$ cat config.mk
export PLATFORM = sky130hd
export DESIGN_NAME = bip_fetch_unit
export DESIGN_NICKNAME = d
export VERILOG_FILES = /design/src/rtl/bip_pkg.sv /design/src/rtl/bip_program_counter.sv /design/src/rtl/bip_fetch_unit.sv
export SDC_FILE = /design/constraint.sdc
export NUM_CORES = 1
export LEC_CHECK = 0
export BUFFER_PORTS_ARGS = -buffer_cell sky130_fd_sc_hd__buf_2
export CAP_MARGIN = 20
export CORE_MARGIN = 10
export CORE_UTILIZATION = 48
export CTS_CLUSTER_SIZE = 20
export DETAILED_ROUTE_END_ITERATION = 10
export PLACE_DENSITY = 0.85
export SYNTH_ARGS = -nofsm -noshare
export SYNTH_HDL_FRONTEND = slang
export SYNTH_SLANG_ARGS = --single-unit
$ cat constraint.sdc
create_clock -name clock_in -period 2.2 [get_ports clock_in]
set_input_delay 0.22 -clock clock_in [delete_from_list [all_inputs] [get_ports clock_in]]
set_output_delay 0.22 -clock clock_in [all_outputs]
set_load 0.01 [all_outputs]
$ cat src/rtl/bip_pkg.sv
// Shared constants, opcode and fetch-state types for the BIP2 core.
package bip_pkg;

    localparam int unsigned INSTRUCTION_WIDTH = 16;
    localparam int unsigned ADDRESS_WIDTH     = 11;
    localparam int unsigned OPCODE_WIDTH      = INSTRUCTION_WIDTH - ADDRESS_WIDTH;

    // Only HLT matters to fetch; decode owns the rest of the opcode map.
    typedef enum logic [OPCODE_WIDTH-1:0] {
        HLT = 5'b00000
    } opcode_t;

    typedef enum logic [1:0] {
        IDLE = 2'd0,
        RUN  = 2'd1,
        HALT = 2'd2
    } fetch_state_t;

    typedef struct packed {
        logic [OPCODE_WIDTH-1:0]  opcode;
        logic [ADDRESS_WIDTH-1:0] operand;
    } instruction_t;

    function automatic logic is_halt(input instruction_t word);
        return word.opcode == HLT;
    endfunction

endpackage

$ cat src/rtl/bip_program_counter.sv
// Program counter register: load has priority over increment, otherwise hold.
module bip_program_counter
    import bip_pkg::*;
(
    input  logic                     clock_in,
    input  logic                     reset_in,
    input  logic                     load_in,
    input  logic [ADDRESS_WIDTH-1:0] load_value_in,
    input  logic                     increment_in,
    output logic [ADDRESS_WIDTH-1:0] pc_out
);

    // Increment wraps modulo 2^ADDRESS_WIDTH by construction.
    always_ff @(posedge clock_in or negedge reset_in) begin
        if (!reset_in) begin
            pc_out <= '0;
        end else if (load_in) begin
            pc_out <= load_value_in;
        end else if (increment_in) begin
            pc_out <= pc_out + ADDRESS_WIDTH'(1);
        end
    end

endmodule

$ cat src/rtl/bip_fetch_unit.sv
// BIP2 instruction fetch: PC, instruction register, stall/branch/halt control.
// Optional HLT detection and HALT state enabled by BIP_FETCH_HALT_DETECT_EN.
module bip_fetch_unit
    import bip_pkg::*;
(
    input  logic                         clock_in,
    input  logic                         reset_in,
    input  logic                         stall_in,
    input  logic                         branch_in,
    input  logic [ADDRESS_WIDTH-1:0]     branch_address_in,
    input  logic [INSTRUCTION_WIDTH-1:0] instruction_in,
    output logic [ADDRESS_WIDTH-1:0]     address_out,
    output logic [INSTRUCTION_WIDTH-1:0] instruction_out,
    output logic [OPCODE_WIDTH-1:0]      opcode_out,
    output logic [ADDRESS_WIDTH-1:0]     operand_out,
    output logic                         valid_out,
    output logic                         halted_out
);

    fetch_state_t             state;
    instruction_t             ir;
    logic                     valid;
    logic [ADDRESS_WIDTH-1:0] pc;
    logic                     fetch_c;
    logic                     halt_hit_c;
    logic                     pc_load_c;
    logic                     pc_inc_c;

    // Branch beats stall; a detected HLT is captured but does not advance pc.
    always_comb begin
        fetch_c   = (state == RUN) && !branch_in && !stall_in;
        pc_load_c = (state == RUN) && branch_in;
`ifdef BIP_FETCH_HALT_DETECT_EN
        halt_hit_c = is_halt(instruction_t'(instruction_in));
`else
        halt_hit_c = 1'b0;
`endif
        pc_inc_c  = fetch_c && !halt_hit_c;
    end

    bip_program_counter u_pc (
        .clock_in      (clock_in),
        .reset_in      (reset_in),
        .load_in       (pc_load_c),
        .load_value_in (branch_address_in),
        .increment_in  (pc_inc_c),
        .pc_out        (pc)
    );

`ifdef BIP_FETCH_HALT_DETECT_EN
    logic halted;
`endif

    always_ff @(posedge clock_in or negedge reset_in) begin
        if (!reset_in) begin
            state <= IDLE;
            ir    <= '0;
            valid <= 1'b0;
`ifdef BIP_FETCH_HALT_DETECT_EN
            halted <= 1'b0;
`endif
        end else begin
            case (state)
                IDLE: begin
                    state <= RUN;
                    valid <= 1'b0;
                end
                RUN: begin
                    if (branch_in) begin
                        valid <= 1'b0;
                    end else if (!stall_in) begin
                        ir    <= instruction_t'(instruction_in);
                        valid <= 1'b1;
`ifdef BIP_FETCH_HALT_DETECT_EN
                        if (halt_hit_c) begin
                            state  <= HALT;
                            halted <= 1'b1;
                        end
`endif
                    end
                end
                HALT: begin
                    valid <= 1'b0;
                end
                default: begin
                    state <= IDLE;
                    valid <= 1'b0;
                end
            endcase
        end
    end

    assign address_out     = pc;
    assign instruction_out = ir;
    assign opcode_out      = ir.opcode;
    assign operand_out     = ir.operand;
    assign valid_out       = valid;
`ifdef BIP_FETCH_HALT_DETECT_EN
    assign halted_out      = halted;
`else
    assign halted_out      = 1'b0;
`endif

endmodule

# After elaboration in Yosys (flattened, before gate mapping)
# Index checks and enable logic that the tools add are counted.
[op_classes] addsub=1 n_bitwise=2 n_eq_ne=3 muxes=6 reduce_logical=9 div=0 shifts=0 mul=0 magnitude_cmp=0
[ops] operator="2-to-1 mux 11 bit" count=2
[ops] operator="adder 11 x 1 -> 11 bit (second input constant)" count=1
[ops] operator="one-hot mux 2 bit (2 select lines)" count=1
[ops] operator="logical AND 1 bit" count=3
[ops] operator="2-to-1 mux 1 bit" count=3
[ops] operator="!= test 3 bit (second input constant)" count=1
[ops] operator="AND reduction 3 bit" count=1
[ops] operator="== test 2 x 1 -> 1 bit (second input constant)" count=1
[ops] operator="== test 2 bit (second input constant)" count=1
[ops] operator="zero test 1 bit" count=2
[ops] operator="zero test 2 bit" count=1
[ops] operator="inverter 1 bit" count=2
[ops] operator="nonzero test 2 bit" count=1
[ops] operator="OR reduction 2 bit" count=1
[word_totals] latch_bits=0 inputBits=31 mem_bits_rw=0 mem_bits_ro=0 mem_count=0 register_bits=30 output_inout_bits=45

# Depth between registers and ports, before layout
[logic_depth] ltp_word=5 depth_mapped=6 depth_no_buf=5

# Cells and area by module
# Synthesis repeated with hierarchy kept, for this count alone.
[unflattened] cells_unflattened=125 hier_area_um2=1486.4
[modules_own_cells] module="bip_fetch_unit" area_each_um2=859.6 cells_per_inst=58 instances=1
[modules_own_cells] module="bip_program_counter" area_each_um2=626.9 cells_per_inst=67 instances=1

# Least setup slack after synthesis
# Ideal clock, no wire load.
[synth_path] path_type="register to register" startpoint="reg u_pc.pc_out[0]" endpoint="reg u_pc.pc_out[8]" t_arrival_ns=1.473 stages_incl_launch_ff=6 path_slack_ns=0.649 n_path_buf=0 path_cell_list="dfrtp_1 ha_1 inv_1 or4_1 xor2_1 a21oi_1"
[synth_via] elab_chain_cells=3
[synth_rtl] element="start, declared" line_no="bip_program_counter.sv:10" source="output logic [ADDRESS_WIDTH-1:0] pc_out"
[synth_rtl] element="start signal, assigned" line_no="bip_program_counter.sv:18" source="pc_out <= load_value_in;"
[synth_rtl] element="start signal, assigned" line_no="bip_program_counter.sv:20" source="pc_out <= pc_out + ADDRESS_WIDTH'(1);"
[synth_rtl] element="adder 11 x 1 -> 11 bit" line_no="bip_program_counter.sv:20"
[synth_rtl] element="2-to-1 mux 11 bit" line_no="bip_program_counter.sv:19" source="end else if (increment_in) begin"
[synth_rtl] element="2-to-1 mux 11 bit" line_no="bip_program_counter.sv:17" source="end else if (load_in) begin"
# No other way between the ends. The select of a mux whose other input is x is not followed.
# A chain may end at the register's enable or synchronous reset.

# Final worst setup path
# Same ends and word-level chain as after synthesis.

==> impl_metrics.py <==
metrics = {
    "grt": {
        "overflow": 0,
        "track_usage_pct": 13.52,
        "grt_max_degree": 30,
        "grt_first_pass_wirelength_um": 5789,
        "antenna_found_initial": 0,
        "grt_pass1_vias": 1215,
    },
    "routing": {
        "wl_um": 3496,
        "drc": 0,
        "dr.pass1.iters": 4,
        "vias": 1106,
        "avgViaCountPerCell": 5.005,
        "initialDrtViolationCount": 99,
        "wl_per_cell_um": 15.82,
        "detail-route-antenna-nets": 0,
    },
    "critical_path": {
        "cp-start-kind": "flip-flop",
        "worstPathMaxFanout": 4,
        "r2r_start": "u_pc.pc_out[0]",
        "required_ns": 2.45,
        "cp-end-kind": "flip-flop",
        "cpPeakStageDelay_ns": 0.53,
        "arrival_ns": 1.86,
        "critPathLaunch": "u_pc.pc_out[0]",
        "cp_cell_sequence": "ha_1 > inv_1 > or4_1 > xor2_1 > a21oi_1",
        "critPathKind": "reg2reg",
        "cp_slowest_cell": "or4_1",
    },
    "layout": {
        "fin_nets": 221,
        "fin_util_pct": 64.14,
        "drive_above_1_share_pct": 47.89,
        "num_antenna_cells": 0,
        "area_growth_pct": 26.14,
        "stdcell_count": 221,
        "nFillCells": 240,
    },
    "power_and_ir_drop": {
        "comb_power_share_pct": 26.5,
        "switchingPower_uw": 488.6,
        "power.density_nw_per_um2": 875.8,
        "clkPwrFrac_pct": 29.3,
        "p_int_mw": 1.087,
        "p_seq_share_pct": 44.2,
        "leakage_nw": 0.8733,
        "irDropWorstVdd_v": 0.0005034,
        "switching_share_pct": 31.01,
    },
    "yosys": {
        "synth-main-ff-cell": "dfrtp_1",
        "synth_top_area_cell": "dfrtp_1",
        "syn-instance-count": 126,
        "avgSynthCellArea_um2": 11.32,
        "synth-seq-area-share_pct": 50.88,
        "yosysMostFrequentCell": "dfrtp_1",
        "synth_edf_count": 0,
        "netlist_top_cells_count": "dfrtp_1, buf_4, mux2_1, nor2_1, a21oi_1",
        "synth_top_cell_area_share_pct": 50.88,
        "ys_seq_elements": 29,
        "synth_area_leaders": "dfrtp_1, buf_4, mux2_1",
        "synth_cell_type_count": 28,
        "synthesis.nets": 158,
        "yosysWarnings": 0,
        "syn_area_um2": 1426,
        "synth_async_sr_flop_share_pct": 100.0,
    },
    "floorplanning": {
        "start_util_pct": 50.85,
        "design.core.area_um2": 2805,
        "die_x_um": 74.51,
        "die_h_um": 74.51,
        "die-area_um2": 5552,
        "boundaryPins": 76,
        "rows": 19,
    },
    "cts": {
        "postCtsSetupRepairBufs": 0,
        "clk_latency_ns": 0.33,
        "clockBufferDepth": 2,
        "clkSinkCount": 29,
        "cts_buffers": 5,
        "cts_max_level": 2,
        "root_buffer": "clkbuf_4",
        "ctsResizeCount": 0,
        "clk_pin_slew_ns": 0.10,
        "cts_tree": "yes",
    },
    "place": {
        "placedCellCount": 212,
        "portBuffers": 74,
        "place.gp.congestion": 0.8556,
        "detailed_place_hpwl_um": 2801,
    },
    "timing": {
        "min_period_over_period_pct": 73.11,
        "tightest_slew_ns": 0.6276,
        "hold_viol": 0,
        "skew_ns": 0.009352,
        "setup_viol": 0,
        "layout_min_cycle_time_ns": 1.608,
        "timing.hold.ws_ns": 0.09612,
        "tns_ns": 0,
        "rsz0062_at_grt": "false",
        "fmax_mhz": 621.7,
        "maxSlewViolCount": 0,
        "relSlewSlack_pct": 58.16,
    },
    "hold_path": {
        "hold_start": "instruction_in[8]",
        "hp-class": "in2reg",
    },
    "outcome": {
        "status": "complete, no violations",
    },
    "job": {
        "drv_cap": 0,
    },
}
[worst paths after layout]
kind	slack, ns	cells after the start	endpoint
max in group asynchronous	1.36	2	u_pc.pc_out[5]
min	0.1	2	operand_out[8]
max	0.59	5	u_pc.pc_out[8]
min reg2reg	0.51	1	operand_out[4]
min in group asynchronous	0.43	2	operand_out[4]
max reg2reg	0.59	5	u_pc.pc_out[8]
[stage by stage]
step                setup slack (ns)  instance area, um^2  total power [mW]
floorplan                     0.6494                 1426            0.9852
global placement              0.6624                 1700             1.117
detailed placement            0.6234                 1700             1.134
CTS                           0.5853                 1799             1.601
global route                  0.4678                 1799             1.678
finish                        0.5916                 1799             1.576
[flip-flops by register name, summed over array words and instances (netlist names)]
name	flops
valid_out	1
operand_out	11
u_pc.pc_out	11
state	1
opcode_out	5
[cell type report]
cell class | instances | area (um^2) | share of cell area, %
sequential | 29 | 725.7 | 40.33
multi-input combinational | 74 | 543.0 | 30.18
timing repair buffer | 77 | 395.4 | 21.97
clock buffer | 6 | 51.30 | 2.851
tap | 31 | 38.79 | 2.156
clock inverter | 2 | 37.54 | 2.086
inverter | 2 | 7.507 | 0.4172
[worst max-delay path: cells and delay by family (launching register included)]
kind	cells	cell delay [ns]
AO/OA/AOI/OAI	1	0.14
XOR/XNOR	1	0.16
buffers and inverters	1	0.09
adder cells (fa/ha/maj)	1	0.20
AND/OR/NAND/NOR	1	0.53
flip-flops	1	0.41
[cells by family (layout without fill, tap and decap cells)]
family,count (synthesis),in the layout,share of synthesized area (%)
flip-flops,29,29,50.88
multiplexers,16,16,12.63
AO/OA/AOI/OAI,14,14,5.702
AND/OR/NAND/NOR,32,32,12.46
buffers and inverters,23,87,11.40
XOR/XNOR,9,9,5.527
adder cells (fa/ha/maj),1,1,0.8771
other,2,2,0.5265
[routing by layer]
metal	up-vias	routed length, um	global-route usage, %
met5	-	0	0
met4	0	62	6.092
met3	8	478	7.048
met2	60	1564	20.94
met1	501	1390	15.21
li1	537	-	-
[power by group through the flow]
stage | Sequential [mW] | Clock, mW | Combinational [mW]
after floorplan | 0.745 | 0 | 0.240
after global placement | 0.698 | 0 | 0.419
after detailed placement | 0.707 | 0 | 0.426
after CTS | 0.698 | 0.474 | 0.429
after global routing | 0.714 | 0.501 | 0.462
final | 0.697 | 0.462 | 0.417
[layout by cell type (no fill, tap or decap)]
master          n
nand4_1         1
buf_2          74
nor4bb_1        1
nand3_1         2
nor2b_1         1
or4_1           1
buf_4           2
o21ai_0         2
nor3_1          3
clkbuf_8        1
clkinvlp_4      1
a21oi_1         9
dlygate4sd3_1   1
a22o_1          1
nor3b_1         1
xnor2_1         7
ha_1            1
inv_1           2
o41ai_1         1
clkbuf_4        5
mux2_2          5
dfrtp_1        29
nor2_1         11
nor3b_2         1
a32oi_1         1
nor4_1          2
mux2_1         11
nand4bb_4       1
bufinv_16       1
conb_1          2
nand2_1         7
xor2_1          2
[timing repair]
item | 4_1_cts | 5_1_grt
hold endpoints to repair | 29 | 0
hold buffers | 1 | 0
endpoints found under the setup margin | 0 | 0
No activity file was read; power rests on OpenSTA's default activity.
